`src/rtl/fb_pkg.sv`:
```
// Shared framebuffer constants and the write-arbiter state type.
package fb_pkg;
  localparam int H_RES    = 160;
  localparam int V_RES    = 120;
  localparam int COLOUR_W = 6;
  localparam int FB_DEPTH = H_RES * V_RES;
  localparam int ADDR_W   = 15;

  typedef enum logic {IDLE, CLEAR} fb_state_e;
endpackage

```
`src/rtl/rr_arbiter.sv`:
```
// Combinational round-robin picker: first eligible request at or after ptr_i,
// where a request is eligible if it is set in req_i and not set in mask_i.
module rr_arbiter #(
  parameter int N_REQ = 4
) (
  input  logic [N_REQ-1:0]         req_i,
  input  logic [$clog2(N_REQ)-1:0] ptr_i,
  input  logic [N_REQ-1:0]         mask_i,
  output logic [N_REQ-1:0]         grant_o,
  output logic [$clog2(N_REQ)-1:0] idx_o,
  output logic                     any_o
);
  localparam int IDX_W = $clog2(N_REQ);

  logic [N_REQ-1:0] eligible;
  assign eligible = req_i & ~mask_i;

  always_comb begin : pick
    int j;
    grant_o = '0;
    idx_o   = '0;
    any_o   = 1'b0;
    for (int k = 0; k < N_REQ; k++) begin
      j = int'(ptr_i) + k;
      if (j >= N_REQ) j = j - N_REQ;
      if (!any_o && eligible[j]) begin
        any_o      = 1'b1;
        grant_o[j] = 1'b1;
        idx_o      = IDX_W'(j);
      end
    end
  end
endmodule

```
`src/rtl/framebuffer_write_arbiter.sv`:
```
// Round-robin framebuffer write-port arbiter with a clear-screen sequencer.
// Optional macro FB_VBLANK_WRITE_EN restricts all writes to vertical blanking.
module framebuffer_write_arbiter #(
  parameter int N_REQ    = 4,
  parameter int H_RES    = fb_pkg::H_RES,
  parameter int V_RES    = fb_pkg::V_RES,
  parameter int X_W      = 8,
  parameter int Y_W      = 7,
  parameter int ADDR_W   = fb_pkg::ADDR_W,
  parameter int COLOUR_W = fb_pkg::COLOUR_W
) (
  input  logic                      vga_clock,
  input  logic                      resetn,
  input  logic [N_REQ-1:0]          req_valid,
  input  logic [N_REQ*X_W-1:0]      req_x,
  input  logic [N_REQ*Y_W-1:0]      req_y,
  input  logic [N_REQ*COLOUR_W-1:0] req_colour,
  output logic [N_REQ-1:0]          req_ready,
  input  logic                      clear_start,
  input  logic [COLOUR_W-1:0]       clear_colour,
  input  logic                      in_vblank,
  output logic [ADDR_W-1:0]         mem_addr,
  output logic [COLOUR_W-1:0]       mem_data,
  output logic                      mem_we,
  output logic                      busy,
  output logic                      clear_done,
  output logic                      oob_drop
);
  import fb_pkg::*;

  localparam int IDX_W = $clog2(N_REQ);
  localparam int DEPTH = H_RES * V_RES;

  function automatic logic [ADDR_W-1:0] xy_to_addr(input logic [X_W-1:0] x,
                                                   input logic [Y_W-1:0] y);
    return ADDR_W'(ADDR_W'(y) * ADDR_W'(H_RES) + ADDR_W'(x));
  endfunction

  fb_state_e           state_q, state_d;
  logic [ADDR_W-1:0]   cnt_q, cnt_d;
  logic [COLOUR_W-1:0] fill_q, fill_d;
  logic [IDX_W-1:0]    ptr_q, ptr_d;
  logic [N_REQ-1:0]    ready_q, ready_d;
  logic [ADDR_W-1:0]   addr_q, addr_d;
  logic [COLOUR_W-1:0] data_q, data_d;
  logic                we_q, we_d, busy_q, busy_d, done_q, done_d, oob_q, oob_d;

  logic [N_REQ-1:0]    grant;
  logic [IDX_W-1:0]    win_idx;
  logic                win_any;
  logic [X_W-1:0]      sel_x;
  logic [Y_W-1:0]      sel_y;
  logic [COLOUR_W-1:0] sel_c;
  logic                vb_ok;

`ifdef FB_VBLANK_WRITE_EN
  assign vb_ok = in_vblank;
`else
  // Writes are unconstrained; in_vblank is referenced only to keep the port live.
  assign vb_ok = in_vblank | 1'b1;
`endif

  // Last cycle's grant is exactly the registered ready vector.
  rr_arbiter #(.N_REQ(N_REQ)) u_arb (
    .req_i   (req_valid),
    .ptr_i   (ptr_q),
    .mask_i  (ready_q),
    .grant_o (grant),
    .idx_o   (win_idx),
    .any_o   (win_any)
  );

  assign sel_x = req_x[win_idx*X_W +: X_W];
  assign sel_y = req_y[win_idx*Y_W +: Y_W];
  assign sel_c = req_colour[win_idx*COLOUR_W +: COLOUR_W];

  always_comb begin
    state_d = state_q;
    cnt_d   = cnt_q;
    fill_d  = fill_q;
    ptr_d   = ptr_q;
    ready_d = '0;
    addr_d  = addr_q;
    data_d  = data_q;
    we_d    = 1'b0;
    busy_d  = busy_q;
    done_d  = 1'b0;
    oob_d   = 1'b0;
    unique case (state_q)
      IDLE: begin
        if (clear_start) begin
          state_d = CLEAR;
          cnt_d   = '0;
          fill_d  = clear_colour;
          busy_d  = 1'b1;
        end else if (win_any && vb_ok) begin
          ready_d = grant;
          ptr_d   = (int'(win_idx) == N_REQ - 1) ? '0 : win_idx + 1'b1;
          if (32'(sel_x) >= H_RES || 32'(sel_y) >= V_RES) begin
            oob_d = 1'b1;
          end else begin
            we_d   = 1'b1;
            addr_d = xy_to_addr(sel_x, sel_y);
            data_d = sel_c;
          end
        end
      end
      CLEAR: begin
        if (vb_ok) begin
          we_d   = 1'b1;
          addr_d = cnt_q;
          data_d = fill_q;
          if (cnt_q == ADDR_W'(DEPTH - 1)) begin
            state_d = IDLE;
            cnt_d   = '0;
            busy_d  = 1'b0;
            done_d  = 1'b1;
          end else begin
            cnt_d = cnt_q + 1'b1;
          end
        end
      end
      default: state_d = IDLE;
    endcase
  end

  always_ff @(posedge vga_clock or negedge resetn) begin
    if (!resetn) begin
      state_q <= IDLE;
      cnt_q   <= '0;
      fill_q  <= '0;
      ptr_q   <= '0;
      ready_q <= '0;
      addr_q  <= '0;
      data_q  <= '0;
      we_q    <= 1'b0;
      busy_q  <= 1'b0;
      done_q  <= 1'b0;
      oob_q   <= 1'b0;
    end else begin
      state_q <= state_d;
      cnt_q   <= cnt_d;
      fill_q  <= fill_d;
      ptr_q   <= ptr_d;
      ready_q <= ready_d;
      addr_q  <= addr_d;
      data_q  <= data_d;
      we_q    <= we_d;
      busy_q  <= busy_d;
      done_q  <= done_d;
      oob_q   <= oob_d;
    end
  end

  assign req_ready  = ready_q;
  assign mem_addr   = addr_q;
  assign mem_data   = data_q;
  assign mem_we     = we_q;
  assign busy       = busy_q;
  assign clear_done = done_q;
  assign oob_drop   = oob_q;
endmodule

```
`config.mk`:
```
export PLATFORM = sky130hd
export DESIGN_NAME = framebuffer_write_arbiter
export DESIGN_NICKNAME = d
export VERILOG_FILES = /design/src/rtl/fb_pkg.sv /design/src/rtl/rr_arbiter.sv /design/src/rtl/framebuffer_write_arbiter.sv
export SDC_FILE = /design/constraint.sdc
export NUM_CORES = 1
export LEC_CHECK = 0
export CAP_MARGIN = 5
export CORE_ASPECT_RATIO = 1.1
export CORE_MARGIN = 5
export CORE_UTILIZATION = 45
export CTS_CLUSTER_SIZE = 10
export DETAILED_ROUTE_END_ITERATION = 10
export PLACE_DENSITY = 0.88
export REMOVE_ABC_BUFFERS = 1
export SLEW_MARGIN = 10
export SYNTH_ARGS = -nofsm -noshare
export SYNTH_HDL_FRONTEND = slang
export SYNTH_SLANG_ARGS = --single-unit
```
`constraint.sdc`:
```
create_clock -name vga_clock -period 12.3 [get_ports vga_clock]
set_clock_uncertainty 0.05 [all_clocks]
set_input_delay 3.69 -clock vga_clock [delete_from_list [all_inputs] [get_ports vga_clock]]
set_output_delay 3.69 -clock vga_clock [all_outputs]
set_load 0.02 [all_outputs]
```
==> impl_metrics.toml <==
[drt]
detail_route.iter0.violations = 269
route.detailed.wl_per_inst_um = 17.0
ant_nets = 0
drt_wl_total_um = 12200
drt_first_pass_iters = 5
drt-vias-per-instance = 5.94
drcViolationCount = 0
via_count = 4268

[clock_network]
clk_latency_ns = 0.30
numCtsBuffers = 5
post-cts-setup-buffers = 0
cts_tree = "built"
cts_num_sinks = 53
cts.hold.buffers_added = 0
clock_tree_root = "sky130_fd_sc_hd__clkbuf_8"
clkSlewWorstSetupHoldPaths_ns = 0.10
max-clock-path-buffers = 2
cts-resized-gates = 0
htree_num_levels = 2

[pwr]
pwr-share-comb_pct = 61.0
vdd.ir_drop.worst_mv = 0.124
switching_power_w = 0.000414
total_power_w = 0.000977
clock_power_share_pct = 14.6
p_per_area_nw_per_um2 = 171
power_report.internal_total_w = 0.000563
p_seq_share_pct = 24.4
sw_frac_of_total_pct = 42.4
leakagePower_nw = 2.35

[worst_setup_path]
timing.critical_path.from_type = "input port"
timing.critical_path.arrival_ns = 8.72
crit_path_max_incr_delay_ns = 0.97
endpoint_of_the_worst_register_to_register_path = "mem_addr[13]"
reg2regPathDepth = 21
regToRegStartpoint = "ptr_q[0]"
kind_of_cell_with_the_highest_combined_delay_on_the_critical_path = "compound AO/OA/AOI/OAI gates"
ff2ff_setup_slack_ns = 6.36
critical_path_peak_fanout = 15
worstPathCellList = "clkdlybuf4s50_1 -> nand2b_1 -> a2111oi_0 -> a211o_1 -> and2_1 -> a211oi_1 -> a21oi_1 -> ha_1 -> ha_1 -> inv_1 -> fa_1 -> nor2b_1 -> o21ai_0 -> a21boi_0 -> nor2_1 -> nand3b_1 -> xnor2_1 -> xnor2_1 -> a221o_1"
worst-endpoint-required_ns = 12.44
crit_buf_inv = 2
endpoint_kind = "flop"
critical-path-slowest-cell = "sky130_fd_sc_hd__a2111oi_0"
worstSetupPathType = "input port to flop"

[status]
run_status = "finished clean"

[die]
fp.coreArea_um2 = 9350
design.portCount = 127
initial_core_util_pct = 45.8
row_count = 37
die_w_um = 103
floorplan.die_area_um2 = 11600
die_h_um = 112

[timing]
max_clock_freq_mhz = 117
final-setup-viol-count = 0
transition_time_of_the_tightest_slew_check_pin_ns = 1.12
timing.slew.headroom_pct = 24.8
worst_slack_ns = 3.73
maxSlewViolCount = 0
finalCriticalPeriod_ns = 8.57
rsz0062_at_grt = "false"
final-hold-violation-count = 0
finalCritPeriodShare_pct = 69.7
final.setup.tns_ns = 0

[global_route]
track_usage_pct = 20.7
overall_overflow_remaining_after_global_route = 0
grt_pass1_wl_um = 19800
grt_pass1_vias = 4328
largest_net_degree_at_the_start_of_global_routing = 54
antenna_found_initial = 0

[finish]
layout-drive-gt1-share_pct = 7.14
nets = 722
fillCellCount = 783
antenna_cells_inserted = 0
finish.instance_area_um2 = 5720
flow.area_growth_from_synthesis_pct = 33.6

[hold_path]
hold_path_end = "mem_data[2]"
worstHoldStart = "mem_data[2]"
hold_class = "flop to flop"
timing.hold.worst_path_depth = 2

[synth]
synth-edff-count = 0
syn-mean-instance-area_um2 = 8.66
synth.yosys.seq_area_share_pct = 31.0
synth_ff_type = "sky130_fd_sc_hd__dfrtp_1"
ys_async_sr_fraction_pct = 100
synth_cell_area_um2 = 4280
synth.ff_latch_count = 53
postSynthCellCount = 494
synth.distinct_cells = 59
count_of_yosys_warnings_during_synthesis = 0

[placed_design]
pre_cts_ws_ns = 3.38
dpl.hpwl_um = 9450
dpl-instance-area_um2 = 5580
gpl.final_weighted_congestion = 0.897
port_buffers = 125

[run]
timing.max_cap.violations = 0
## worst max-delay path by stage
stage	startpoint	end	slack (ns)	cells past startpoint
floorplan	req_valid[2]	mem_addr[13]	1.25	15
global placement	req_valid[1]	mem_addr[13]	3.65	17
detailed placement	req_valid[1]	mem_addr[13]	3.38	19
CTS	req_valid[1]	mem_addr[13]	3.73	19
global route	req_valid[1]	mem_addr[13]	3.34	19
finish	req_valid[1]	mem_addr[13]	3.73	19
## area by class of cell
type / instances / area (um2) / share of cell area [%]
multi-input combinational: 397 / 2770 / 48.4
sequential: 53 / 1330 / 23.2
timing repair buffer: 131 / 1290 / 22.6
tap: 117 / 146 / 2.56
clock buffer: 5 / 68.8 / 1.20
clock inverter: 3 / 68.8 / 1.20
inverter: 13 / 48.8 / 0.853
## flip-flops by register name, summed over array words and instances (netlist names)
register / count
cnt_q: 15
mem_addr: 15
fill_q: 6
mem_we: 1
busy: 1
ptr_q: 2
clear_done: 1
oob_drop: 1
mem_data: 6
req_ready: 4
state_q: 1
## synth_stat cells (5+ instances only)
master | count | area share [%]
sky130_fd_sc_hd__a211oi_1 | 12 | 2.1
sky130_fd_sc_hd__a21oi_1 | 20 | 2.3
sky130_fd_sc_hd__a22oi_1 | 9 | 1.6
sky130_fd_sc_hd__a31oi_1 | 5 | 0.73
sky130_fd_sc_hd__and2_1 | 11 | 1.6
sky130_fd_sc_hd__and3_1 | 7 | 1.0
sky130_fd_sc_hd__buf_2 | 10 | 1.2
sky130_fd_sc_hd__clkbuf_1 | 14 | 1.2
sky130_fd_sc_hd__dfrtp_1 | 53 | 31
sky130_fd_sc_hd__ha_1 | 21 | 6.1
sky130_fd_sc_hd__inv_1 | 12 | 1.1
sky130_fd_sc_hd__mux2_2 | 17 | 4.5
sky130_fd_sc_hd__mux2i_1 | 23 | 5.4
sky130_fd_sc_hd__nand2_1 | 76 | 6.7
sky130_fd_sc_hd__nand2b_1 | 12 | 1.8
sky130_fd_sc_hd__nand3_1 | 26 | 3.0
sky130_fd_sc_hd__nor2_1 | 16 | 1.4
sky130_fd_sc_hd__nor2b_1 | 13 | 1.9
sky130_fd_sc_hd__nor3_1 | 7 | 0.82
sky130_fd_sc_hd__nor3b_1 | 5 | 0.88
sky130_fd_sc_hd__nor4_1 | 7 | 1.0
sky130_fd_sc_hd__o211ai_1 | 13 | 2.3
sky130_fd_sc_hd__o21ai_0 | 25 | 2.9
sky130_fd_sc_hd__o31ai_1 | 5 | 0.88
sky130_fd_sc_hd__xnor2_1 | 8 | 1.6
sky130_fd_sc_hd__xor2_1 | 7 | 1.4
## power groups by stage
| stage | Clock (W) | Combinational (W) | Sequential (W) |
|---|---|---|---|
| detailed placement | 0 | 0.000595 | 0.000242 |
| finish | 0.000142 | 0.000596 | 0.000239 |
| floorplan | 0 | 0.000415 | 0.000252 |
| CTS | 0.000144 | 0.000598 | 0.000239 |
| global placement | 0 | 0.000571 | 0.000239 |
| global route | 0.000151 | 0.000669 | 0.000244 |
## per-layer routing
metal | up-vias | track usage (%) | wire, um
li1 | 2033 | - | -
met1 | 2013 | 24.6 | 4760
met2 | 200 | 37.4 | 6150
met3 | 22 | 3.17 | 1040
met4 | 0 | 6.82 | 280
met5 | - | 0 | 0
## cells in the final DEF (no fill, tap or decap), drive strengths merged, types with 13 or more instances in the layout
cell type	synthesis	layout
o21ai	26	26
nor2	16	16
dfrtp	53	53
nand3	26	26
mux2i	24	24
a21oi	20	20
nand2	76	76
nor2b	13	13
inv	13	14
clkdlybuf4s50	0	124
o211ai	13	13
ha	21	21
mux2	17	17
## cells by family (layout without fill, tap and decap cells)
logic type                 count (synthesis)  after routing  share of synthesized area (%)
muxes                                     44             44                           12.0
adders and majority gates                 23             23                           7.07
buffers and inverters                     44            152                           4.76
xor gates and xnor gates                  15             15                           3.07
DFF                                       53             53                           31.0
AOI/OAI and AO/OA                        122            122                           19.8
and+or+nand+nor                          193            193                           22.3
## metrics by stage
step	util (%)	hold WS [ns]	instances
after floorplan	-	0.412	463
after global placement	59.7	0.401	711
after detailed placement	59.7	0.417	711
after CTS	61.1	0.439	719
after global routing	61.1	0.455	719
final	61.1	0.437	719
## tightest hold or removal path: stages (launching register included)
cell,delay (ns)
sky130_fd_sc_hd__dfrtp_1,0.35
sky130_fd_sc_hd__nand2_1,0.05
sky130_fd_sc_hd__nand3_1,0.06
No activity file was read; power rests on OpenSTA's default activity.
